==> src/rtl/delta_controller_output_writer_if.sv <==
// Output-buffer read port and DRAM write port of the output writer.
// The writer is the master: it selects a PU buffer, pulses the clear line
// and issues DRAM writes. The slave side holds the buffers and the memory.
interface delta_controller_output_writer_if #(
  parameter int OUT_BIN_LEN    = 24,
  parameter int PU_NUM         = 4,
  parameter int OUTPUT_CHANNEL = 4
);

  logic signed [PU_NUM-1:0][OUTPUT_CHANNEL-1:0][OUT_BIN_LEN-1:0] OB_read_data;
  logic [PU_NUM-1:0] OB_r_enable;
  logic              OB_clear;
  logic              DRAM_Write;
  logic [31:0]       DRAM_Address;
  logic [31:0]       DRAM_WriteData;
  logic              DRAM_WriteDone;

  modport master (
    input  OB_read_data,
    input  DRAM_WriteDone,
    output OB_r_enable,
    output OB_clear,
    output DRAM_Write,
    output DRAM_Address,
    output DRAM_WriteData
  );

  modport slave (
    output OB_read_data,
    output DRAM_WriteDone,
    input  OB_r_enable,
    input  OB_clear,
    input  DRAM_Write,
    input  DRAM_Address,
    input  DRAM_WriteData
  );

endinterface

==> src/rtl/delta_controller_output_writer.sv <==
// Output writer: drains the per-PU output buffers once a tile has finished
// accumulating. Each accumulator goes through optional ReLU and signed
// saturation, two results are packed per 32-bit word and written to DRAM
// one word at a time, and finally the buffers are cleared for the next tile.
module delta_controller_output_writer #(
  parameter int BIN_LEN        = 16,
  parameter int OUT_BIN_LEN    = 24,
  parameter int PU_NUM         = 4,
  parameter int OUTPUT_CHANNEL = 4
) (
  input  logic        clock,
  input  logic        reset,
  input  logic        start,
  input  logic [31:0] output_start_address,
  input  logic        relu_en,
  output logic        finished,
  delta_controller_output_writer_if.master bus
);

  localparam int WORD_NUM = OUTPUT_CHANNEL / 2;
  localparam int PU_W     = (PU_NUM > 1) ? $clog2(PU_NUM) : 1;
  localparam int WORD_W   = (WORD_NUM > 1) ? $clog2(WORD_NUM) : 1;

  localparam logic signed [OUT_BIN_LEN-1:0] SAT_MAX =
    {{(OUT_BIN_LEN-BIN_LEN+1){1'b0}}, {(BIN_LEN-1){1'b1}}};
  localparam logic signed [OUT_BIN_LEN-1:0] SAT_MIN =
    {{(OUT_BIN_LEN-BIN_LEN+1){1'b1}}, {(BIN_LEN-1){1'b0}}};

  typedef enum logic [2:0] {
    IDLE,
    READ_PU,
    WRITE,
    NEXT,
    CLEAR,
    DONE
  } state_t;

  state_t state_q, state_d;

  logic [PU_W-1:0]   puIdx_q, puIdx_d;
  logic [WORD_W-1:0] wordIdx_q, wordIdx_d;
  logic [31:0]       addr_q, addr_d;
  logic              relu_q, relu_d;
  logic [OUTPUT_CHANNEL-1:0][OUT_BIN_LEN-1:0] chan_q, chan_d;

  logic              lastWord;
  logic              lastPu;

  logic [PU_NUM-1:0] rEnable;
  logic              obClear;
  logic              dramWrite;
  logic [31:0]       dramAddress;
  logic [31:0]       dramWriteData;
  logic              finishedPulse;

  // ReLU first, then clamp into the signed BIN_LEN range.
  function automatic logic [BIN_LEN-1:0] postProc(
    input logic signed [OUT_BIN_LEN-1:0] x,
    input logic                          relu
  );
    logic [BIN_LEN-1:0] result;
    if (relu && (x < 0)) begin
      result = '0;
    end else if (x > SAT_MAX) begin
      result = {1'b0, {(BIN_LEN-1){1'b1}}};
    end else if (x < SAT_MIN) begin
      result = {1'b1, {(BIN_LEN-1){1'b0}}};
    end else begin
      result = x[BIN_LEN-1:0];
    end
    return result;
  endfunction

  assign lastWord = (wordIdx_q == WORD_W'(WORD_NUM - 1));
  assign lastPu   = (puIdx_q == PU_W'(PU_NUM - 1));

  // State register; reset aborts any drain straight back to IDLE.
  always_ff @(posedge clock) begin
    if (reset) begin
      state_q <= IDLE;
    end else begin
      state_q <= state_d;
    end
  end

  // Next-state decode: one word per WRITE/NEXT pair, one READ_PU per PU.
  always_comb begin
    state_d = state_q;
    case (state_q)
      IDLE: begin
        if (start) begin
          state_d = READ_PU;
        end
      end
      READ_PU: begin
        state_d = WRITE;
      end
      WRITE: begin
        if (bus.DRAM_WriteDone) begin
          state_d = NEXT;
        end
      end
      NEXT: begin
        if (!lastWord) begin
          state_d = WRITE;
        end else if (!lastPu) begin
          state_d = READ_PU;
        end else begin
          state_d = CLEAR;
        end
      end
      CLEAR: begin
        state_d = DONE;
      end
      DONE: begin
        state_d = IDLE;
      end
      default: begin
        state_d = IDLE;
      end
    endcase
  end

  // Datapath next values: latch the job on start, capture a PU, step counters.
  always_comb begin
    puIdx_d   = puIdx_q;
    wordIdx_d = wordIdx_q;
    addr_d    = addr_q;
    relu_d    = relu_q;
    chan_d    = chan_q;
    case (state_q)
      IDLE: begin
        if (start) begin
          addr_d    = output_start_address;
          relu_d    = relu_en;
          puIdx_d   = '0;
          wordIdx_d = '0;
        end
      end
      READ_PU: begin
        for (int p = 0; p < PU_NUM; p++) begin
          if (puIdx_q == PU_W'(p)) begin
            chan_d = bus.OB_read_data[p];
          end
        end
      end
      WRITE: begin
        if (bus.DRAM_WriteDone) begin
          addr_d = addr_q + 32'd4;
        end
      end
      NEXT: begin
        if (!lastWord) begin
          wordIdx_d = wordIdx_q + WORD_W'(1);
        end else if (!lastPu) begin
          wordIdx_d = '0;
          puIdx_d   = puIdx_q + PU_W'(1);
        end
      end
      default: begin
      end
    endcase
  end

  // Datapath registers, all cleared by reset.
  always_ff @(posedge clock) begin
    if (reset) begin
      puIdx_q   <= '0;
      wordIdx_q <= '0;
      addr_q    <= '0;
      relu_q    <= 1'b0;
      chan_q    <= '0;
    end else begin
      puIdx_q   <= puIdx_d;
      wordIdx_q <= wordIdx_d;
      addr_q    <= addr_d;
      relu_q    <= relu_d;
      chan_q    <= chan_d;
    end
  end

  // Outputs decode only from state and registers, never from DRAM_WriteDone.
  always_comb begin
    rEnable       = '0;
    obClear       = 1'b0;
    dramWrite     = 1'b0;
    dramAddress   = '0;
    dramWriteData = '0;
    finishedPulse = 1'b0;
    case (state_q)
      READ_PU: begin
        for (int p = 0; p < PU_NUM; p++) begin
          rEnable[p] = (puIdx_q == PU_W'(p));
        end
      end
      WRITE: begin
        dramWrite   = 1'b1;
        dramAddress = addr_q;
        for (int w = 0; w < WORD_NUM; w++) begin
          if (wordIdx_q == WORD_W'(w)) begin
            dramWriteData = {postProc(chan_q[2*w+1], relu_q),
                             postProc(chan_q[2*w], relu_q)};
          end
        end
      end
      CLEAR: begin
        obClear = 1'b1;
      end
      DONE: begin
        finishedPulse = 1'b1;
      end
      default: begin
      end
    endcase
  end

  assign bus.OB_r_enable    = rEnable;
  assign bus.OB_clear       = obClear;
  assign bus.DRAM_Write     = dramWrite;
  assign bus.DRAM_Address   = dramAddress;
  assign bus.DRAM_WriteData = dramWriteData;
  assign finished           = finishedPulse;

endmodule
==> src/flat_wrapper.sv <==
// flat-port wrapper written by rule: the top's interface ports become plain ports
module delta_controller_output_writer_flat 
#(
  parameter int BIN_LEN        = 16,
  parameter int OUT_BIN_LEN    = 24,
  parameter int PU_NUM         = 4,
  parameter int OUTPUT_CHANNEL = 4
)
  (clock, reset, start, output_start_address, relu_en, finished, bus_OB_read_data, bus_DRAM_WriteDone, bus_OB_r_enable, bus_OB_clear, bus_DRAM_Write, bus_DRAM_Address, bus_DRAM_WriteData);
  delta_controller_output_writer_if #(.OUT_BIN_LEN(OUT_BIN_LEN), .PU_NUM(PU_NUM), .OUTPUT_CHANNEL(OUTPUT_CHANNEL)) bus_i ();
  input  logic clock;
  input  logic reset;
  input  logic start;
  input  logic [31:0] output_start_address;
  input  logic relu_en;
  output logic finished;
  input wire logic [$bits(bus_i.OB_read_data)-1:0] bus_OB_read_data;
  input wire logic [$bits(bus_i.DRAM_WriteDone)-1:0] bus_DRAM_WriteDone;
  output wire logic [$bits(bus_i.OB_r_enable)-1:0] bus_OB_r_enable;
  output wire logic [$bits(bus_i.OB_clear)-1:0] bus_OB_clear;
  output wire logic [$bits(bus_i.DRAM_Write)-1:0] bus_DRAM_Write;
  output wire logic [$bits(bus_i.DRAM_Address)-1:0] bus_DRAM_Address;
  output wire logic [$bits(bus_i.DRAM_WriteData)-1:0] bus_DRAM_WriteData;
  assign bus_i.OB_read_data = bus_OB_read_data;
  assign bus_i.DRAM_WriteDone = bus_DRAM_WriteDone;
  assign bus_OB_r_enable = bus_i.OB_r_enable;
  assign bus_OB_clear = bus_i.OB_clear;
  assign bus_DRAM_Write = bus_i.DRAM_Write;
  assign bus_DRAM_Address = bus_i.DRAM_Address;
  assign bus_DRAM_WriteData = bus_i.DRAM_WriteData;
  delta_controller_output_writer #(.BIN_LEN(BIN_LEN), .OUT_BIN_LEN(OUT_BIN_LEN), .PU_NUM(PU_NUM), .OUTPUT_CHANNEL(OUTPUT_CHANNEL)) u_core (.clock(clock), .reset(reset), .start(start), .output_start_address(output_start_address), .relu_en(relu_en), .finished(finished), .bus(bus_i));
endmodule
==> config.mk <==
export PLATFORM = sky130hd
export DESIGN_NAME = delta_controller_output_writer_flat
export DESIGN_NICKNAME = d
export VERILOG_FILES = /design/src/rtl/delta_controller_output_writer_if.sv /design/src/rtl/delta_controller_output_writer.sv /design/src/flat_wrapper.sv
export SDC_FILE = /design/constraint.sdc
export NUM_CORES = 1
export LEC_CHECK = 0
export ABC_AREA = 1
export CAP_MARGIN = 20
export CORE_AREA = 3 3 192 194
export CTS_CLUSTER_SIZE = 28
export DETAILED_ROUTE_END_ITERATION = 8
export DIE_AREA = 0 0 195 197
export GPL_ROUTABILITY_DRIVEN = 0
export PLACE_DENSITY_LB_ADDON = 0.3
export SLEW_MARGIN = 10
export SYNTH_ARGS = -nofsm -noshare
export SYNTH_HDL_FRONTEND = slang
export SYNTH_SLANG_ARGS = --single-unit
==> constraint.sdc <==
create_clock -name clock -period 1.5 [get_ports clock]
set_input_delay 0.225 -clock clock [delete_from_list [all_inputs] [get_ports clock]]
set_output_delay 0.225 -clock clock [all_outputs]
set_load 0.03 [all_outputs]
==> results of run 1 <==
[layout by cell type (no fill, tap or decap), types with 29 or more instances in the layout]
| cell type | count |
|---|---|
| o21ai_0 | 92 |
| buf_16 | 29 |
| nor2_4 | 48 |
| nor2_1 | 54 |
| buf_4 | 104 |
| a21oi_2 | 97 |
| nand3_1 | 103 |
| buf_12 | 74 |
| nand2_4 | 40 |
| inv_1 | 114 |
| clkdlybuf4s50_1 | 420 |
| nand2_1 | 349 |
| buf_6 | 96 |
| dfxtp_2 | 29 |
| dfxtp_1 | 101 |
| nand2_2 | 48 |
| a21oi_1 | 65 |
| a21oi_4 | 75 |
| o211ai_1 | 96 |
[worst min-delay path, delay by kind of cell]
| family | cells | cell delay, ns |
|---|---|---|
| AO/OA/AOI/OAI | 1 | 0.05 |
| buffers and inverters | 1 | 0.41 |
| AND/OR/NAND/NOR | 1 | 0.07 |
[flip-flops by register name, summed over array words and instances (netlist names)]
name / cells
u_core.state_q: 3
u_core.chan_q: 96
u_core.puIdx_q: 2
u_core.lastWord: 1
u_core.addr_q: 32
u_core.relu_q: 1
[per-layer routing]
layer,vias to the layer above,GRT usage,part of all wire
met4,2,0.117,0.036
li1,6786,-,-
met2,705,0.489,0.49
met1,7088,0.357,0.40
met5,-,0,0.00013
met3,136,0.0603,0.072
[stage by stage]
step	setup slack [ns]	setup TNS (ns)	cell area, um^2	cells	power [mW]
after global routing	-0.718	-78.27	21800	2739	18.2
final	-0.616	-66.56	21800	2739	17.5
after global placement	-0.295	-16.38	16700	2587	10.2
after detailed placement	-0.295	-17.19	16700	2587	10.2
after CTS	-0.663	-70.98	20400	2715	16.7
after floorplan	-0.108	-0.572	10300	1618	7.42
[worst paths after layout]
check	endpoint	slack, ns	depth (start not counted)
max reg2reg	u_core.chan_q[70]	-0.38	10
min	u_core.addr_q[1]	0.38	3
min reg2reg	u_core.addr_q[0]	0.48	2
max	bus_DRAM_WriteData[22]	-0.62	8
[area by class of cell]
type                    count  area (um^2)
clock inverters            11          111
fillers                  2924        13600
clock buffers              20          478
inverters                 127          518
diodes                      7         17.5
well taps                 461          577
flip-flops and latches    135         2760
repair buffers            747         8860
multi-input cells        1231         8460
[power groups by stage]
stage	logic, mW	registers [mW]	clock network (mW)
after global routing	9.19	4.52	4.54
after floorplan	3.03	4.39	0
after global placement	5.72	4.46	0
final	8.70	4.47	4.36
after detailed placement	5.75	4.47	0
after CTS	7.85	4.41	4.42
[cells by family (layout without fill, tap and decap cells)]
logic type | count (synthesis) | count (layout) | share of synthesized area
adders and majority gates | 5 | 5 | 0.00645
buffers and inverters | 254 | 905 | 0.110
AOI/OAI and AO/OA | 495 | 495 | 0.287
other | 0 | 7 | 0
and+or+nand+nor | 728 | 730 | 0.317
DFF | 135 | 135 | 0.279
xor gates and xnor gates | 1 | 1 | 0.000904
[timing repair]
item / in CTS / in global routing
resized for setup: 421 / 321
pin swaps: 111 / 105
cloned: 39 / 8
buffers inserted: 61 / 29
setup endpoints to repair: 181 / 205
==> run metrics, run 1 <==
fraction of layout cells with a size suffix above 1 0.358; vias in the first global route 14400; Area Growth Syn to Fin 125%; DRT iter0 DRCs 960; maxcap violations 0; Syn Inst Count 1618; Synth Cell Area 0.00969 mm^2; library cells used by synthesis 33; Initial Util 0.274; GRT Residual Overflow 0; Worst R2R Start u_core.state_q[1]; Slew HR 0.589; Residual DRC 0; P_int 10.9 mW; critical path cell sequence nand4_1, o21ai_2, nand2_2, nor2_4, buf_12, nand2_2, a21oi_4, buf_6; Hold WS 0.378 ns; most frequent cell after synthesis nand2_1; detailed-route vias per instance 5.37; maximum vdd drop 0.000777 V; routed vias 14700; Post-Syn Area per Cell 5.99 um^2; clock period minus worst slack 2.12 ns; Reg clk slew, reported paths 0.06 ns; final clock skew 0.0181 ns; required time worst endpoint 1.27 ns; startpoint types flip-flop; number of buffers added on ports 491; Crit Path Class flip-flop to primary output; Syn Nets 2044; delay-heaviest family, CP simple AND/OR/NAND/NOR gates; clock group share of total power 0.249; CP startpoint u_core.chan_q[43]; Hold Path Origin output_start_address[1]; Final Cycle Share 1.41; synth cell count leaders nand2_1 (438), a21oi_1 (237), dfxtp_1 (135); root buf cell clkbuf_16; Crit. End Element primary output; Least-Margin Pin Slew 0.617 ns; CTS H-tree depth 4; worst hold path class primary input to flip-flop; hold buffers post-CTS 0; CP bufs+invs 2; GRT Overall Usage 0.288; number of synthesized register bits 135; global-route wire length before repair 85.8 mm; Static Leak 8.61 nW; dominant cells by area after synthesis dfxtp_1 (28%), nand2_1 (17%), a21oi_1 (12%), o211ai_1 (7.4%), o21ai_0 (6.8%); Worst path most repeated cell nand2_2; Ports 492; wire per inst 22.0 um; max incr delay on CP 0.34 ns; fin util 0.615; post-route ant nets 0; max-slew violation count 0; net switching power 6.66 mW; Pwr Density 805 mW/mm^2; worst setup margin -0.616 ns; Fmax 473 MHz; largest area contributor in the netlist dfxtp_1; Die W 195 um; failing checks setup timing; CP max FO 10; routed wire length 60.4 mm; sw frac 0.380; Clock Latency Late Sink 0.44 ns; CTS max path bufs 2; largest net degree at the start of global routing 54; sequential share of the synthesized area 0.279; full die area 0.0384 mm^2; row count 69; die height 197 um; Post-synth top flop dfxtp_1; Ys Warns 0; nets 2685; CTS tree built; Detail Placement HPWL 38.6 mm; DRT Pass-1 Iters 6; core area 0.0354 mm^2; Worst EP arrival 1.89 ns; antenna violations before repair 8; RSZ-0062 raised after global routing yes; Synth top area share 0.279; Comb pwr share 0.496; Sink Count 135; final setup fails 202; EDFF count, synth 0; status complete, but fails checks; Max stage delay cell, worst path dfxtp_2; Final Hold Fails 0; asr flop ratio synth 0; clock buffer count from CTS 17; sequential share of power 0.255
(Power assumes the default switching activity.)
==> run 2, diff against run 1 <==
- GPL_TIMING_DRIVEN: unset -> 0
- PLACE_DENSITY: unset -> 0.58
- PLACE_DENSITY_LB_ADDON: 0.3 -> unset
==> run 2 against run 1 <==
  * Global-route usage increased by 0.50 points
  * Design area increased by 1.7%
  * Count of clock-buffer cells in the layout decreased by 2
  * Critical endpoint is now bus_DRAM_WriteData[0]
  * Register-to-register slack got worse by 0.03 ns
  * Clock power increased by 4%
  * Critical path depth increased by 1
  * The flow still finishes with violations (setup timing)
  * Setup slack got worse by 0.12 ns
  * Via count increased by 0.60%
  * Worst hold slack got worse by 0.21 ns
  * Flip-flop and latch count unchanged
  * Fmax decreased by 5.4%
==> run metrics, run 2 (same netlist as run 1, synthesis figures left out) <==
CTS tree built; core area 0.0354 mm^2 (unchanged); max reg flops 96 (unchanged); Biggest register u_core.chan_q; full die area 0.0384 mm^2 (unchanged); clock period minus worst slack 2.24 ns (+0.121 ns); antenna violations before repair 6 (-2); largest net degree at the start of global routing 17 (-69%); max-slew violation count 0 (unchanged); Least-Margin Pin Slew 0.701 ns (+0.0840 ns); GRT Overall Usage 0.293 (+0.00500); setup_tns -54.54 ns (+12.03 ns); Static Leak 9.23 nW (+7.2%); worst setup margin -0.737 ns (-0.121 ns); nets 2738 (+2.0%); final clock skew 0.0169 ns (-0.00118 ns); Crit Path Class flip-flop to primary output; die height 197 um (unchanged); Regs by FF count u_core.chan_q x96, u_core.addr_q x32, u_core.state_q x3; final setup fails 195 (-3.5%); maxcap violations 0 (unchanged); Slew HR 0.533 (-0.0560); vias in the first global route 14400 (+0.035%); Ports 492 (unchanged); fin util 0.626 (+0.0105); Crit. End Element primary output; number of buffers added on ports 490 (-0.20%); fin area 0.0221 mm^2 (+1.7%); worst hold path class primary input to flip-flop; routed vias 14800 (+0.60%); detailed-route vias per instance 5.30 (-1.3%); leading cell types in the layout, fill and taps excluded clkdlybuf4s50_1 (419), nand2_1 (257), a21oi_1 (193); startpoint types flip-flop; Worst EP arrival 2.01 ns (+0.12 ns); wire per inst 22.3 um (+1.3%); Pwr Density 748 mW/mm^2 (-7.0%); Sink Count 135 (unchanged); commonest non-fill, non-tap cell in the layout clkdlybuf4s50_1; post-route ant nets 0 (unchanged); failing checks setup timing; Final Cycle Share 1.49 (+0.0807); CTS max path bufs 2 (unchanged); Final Hold Fails 0 (unchanged); root buf cell clkbuf_16; Reg clk slew, reported paths 0.07 ns (about the same); routed wire length 62.4 mm (+3.3%); DP Area 0.0158 mm^2 (-5.3%); DRT iter0 DRCs 1064 (+11%); Area Growth Syn to Fin 129%; Residual DRC 0 (unchanged); Initial Util 0.274 (unchanged); CTS H-tree depth 4 (unchanged); fill count 2991 (+2.3%); Fmax 447 MHz (-5.4%); RSZ-0062 raised after global routing yes; Detail Placement HPWL 44.1 mm (+14%); fraction of layout cells with a size suffix above 1 0.387 (+0.0287); required time worst endpoint 1.27 ns (about the same); status complete, but fails checks; CP max FO 4 (-6); clock buffer count from CTS 17 (unchanged); Clock Latency Late Sink 0.42 ns (-0.02 ns); maximum vdd drop 0.000788 V (+1.4%); row count 69 (unchanged); global-route wire length before repair 86.9 mm (+1.2%); GRT Residual Overflow 0 (unchanged); DRT Pass-1 Iters 5 (-1); Die W 195 um (unchanged)
[run 2: per-layer routing]
| layer | share of wire | GRT usage |
|---|---|---|
| met3 | 0.080 | 0.0585 |
| met1 | 0.41 | 0.376 |
| met5 | 0 | 0 |
| met2 | 0.47 | 0.483 |
| met4 | 0.043 | 0.123 |
[run 2: final cells by class]
cell class                      count  area (um^2)  share of cell area
Tap cell                          461          577              0.0260
Antenna cell                        6         15.0            0.000678
Multi-Input combinational cell   1229         8480               0.383
Timing Repair Buffer              688         7550               0.341
Sequential cell                   135         2780               0.125
Clock buffer                       18          429              0.0194
Buffer                            114         1630              0.0734
Inverter                          127          518              0.0234
Clock inverter                     14          185             0.00836
[run 2: final timing paths]
path | start | to | slack (ns) | cells past startpoint
max | u_core.chan_q[21] | bus_DRAM_WriteData[0] | -0.74 | 9
min | reset | u_core.state_q[2] | 0.17 | 2
max reg2reg | u_core.state_q[1] | u_core.addr_q[17] | -0.41 | 13
min reg2reg | u_core.addr_q[0] | u_core.addr_q[0] | 0.47 | 2
[run 2: power breakdown]
group          internal [mW]  leakage, nW  switching (mW)  total [mW]
combinational           3.73         7.81            3.82        7.55
sequential              4.09         1.13           0.425        4.51
clock                   2.67        0.291            1.85        4.52
total                   10.5         9.23            6.10        16.6
[run 2: through the flow]
step	total power [mW]	setup slack [ns]	hold WS, ns	instances
2_1_floorplan	7.42	-0.108	0.368	1618
3_3_place_gp	9.78	-1.05	0.454	2569
3_5_place_dp	9.80	-1.04	0.455	2569
4_1_cts	15.7	-0.710	0.144	2732
5_1_grt	17.4	-0.810	0.176	2792
6_report	16.6	-0.737	0.166	2792
[run 2: timing repair]
action,4_1_cts,5_1_grt
gates resized for setup,1066,462
buffers inserted,111,57
pin swaps,214,246
endpoints found under the setup margin,203,202
hold buffers,0,0
gates cloned,23,20
[run 2: critical path: stages, from the launching register on]
cell and delay (ns):
dfxtp_2 0.34, nand4_1 0.12, o21ai_2 0.24, nand2_2 0.10
nor2_4 0.16, buf_6 0.13, buf_12 0.10, nand2_4 0.04
a21oi_4 0.19, buf_6 0.16
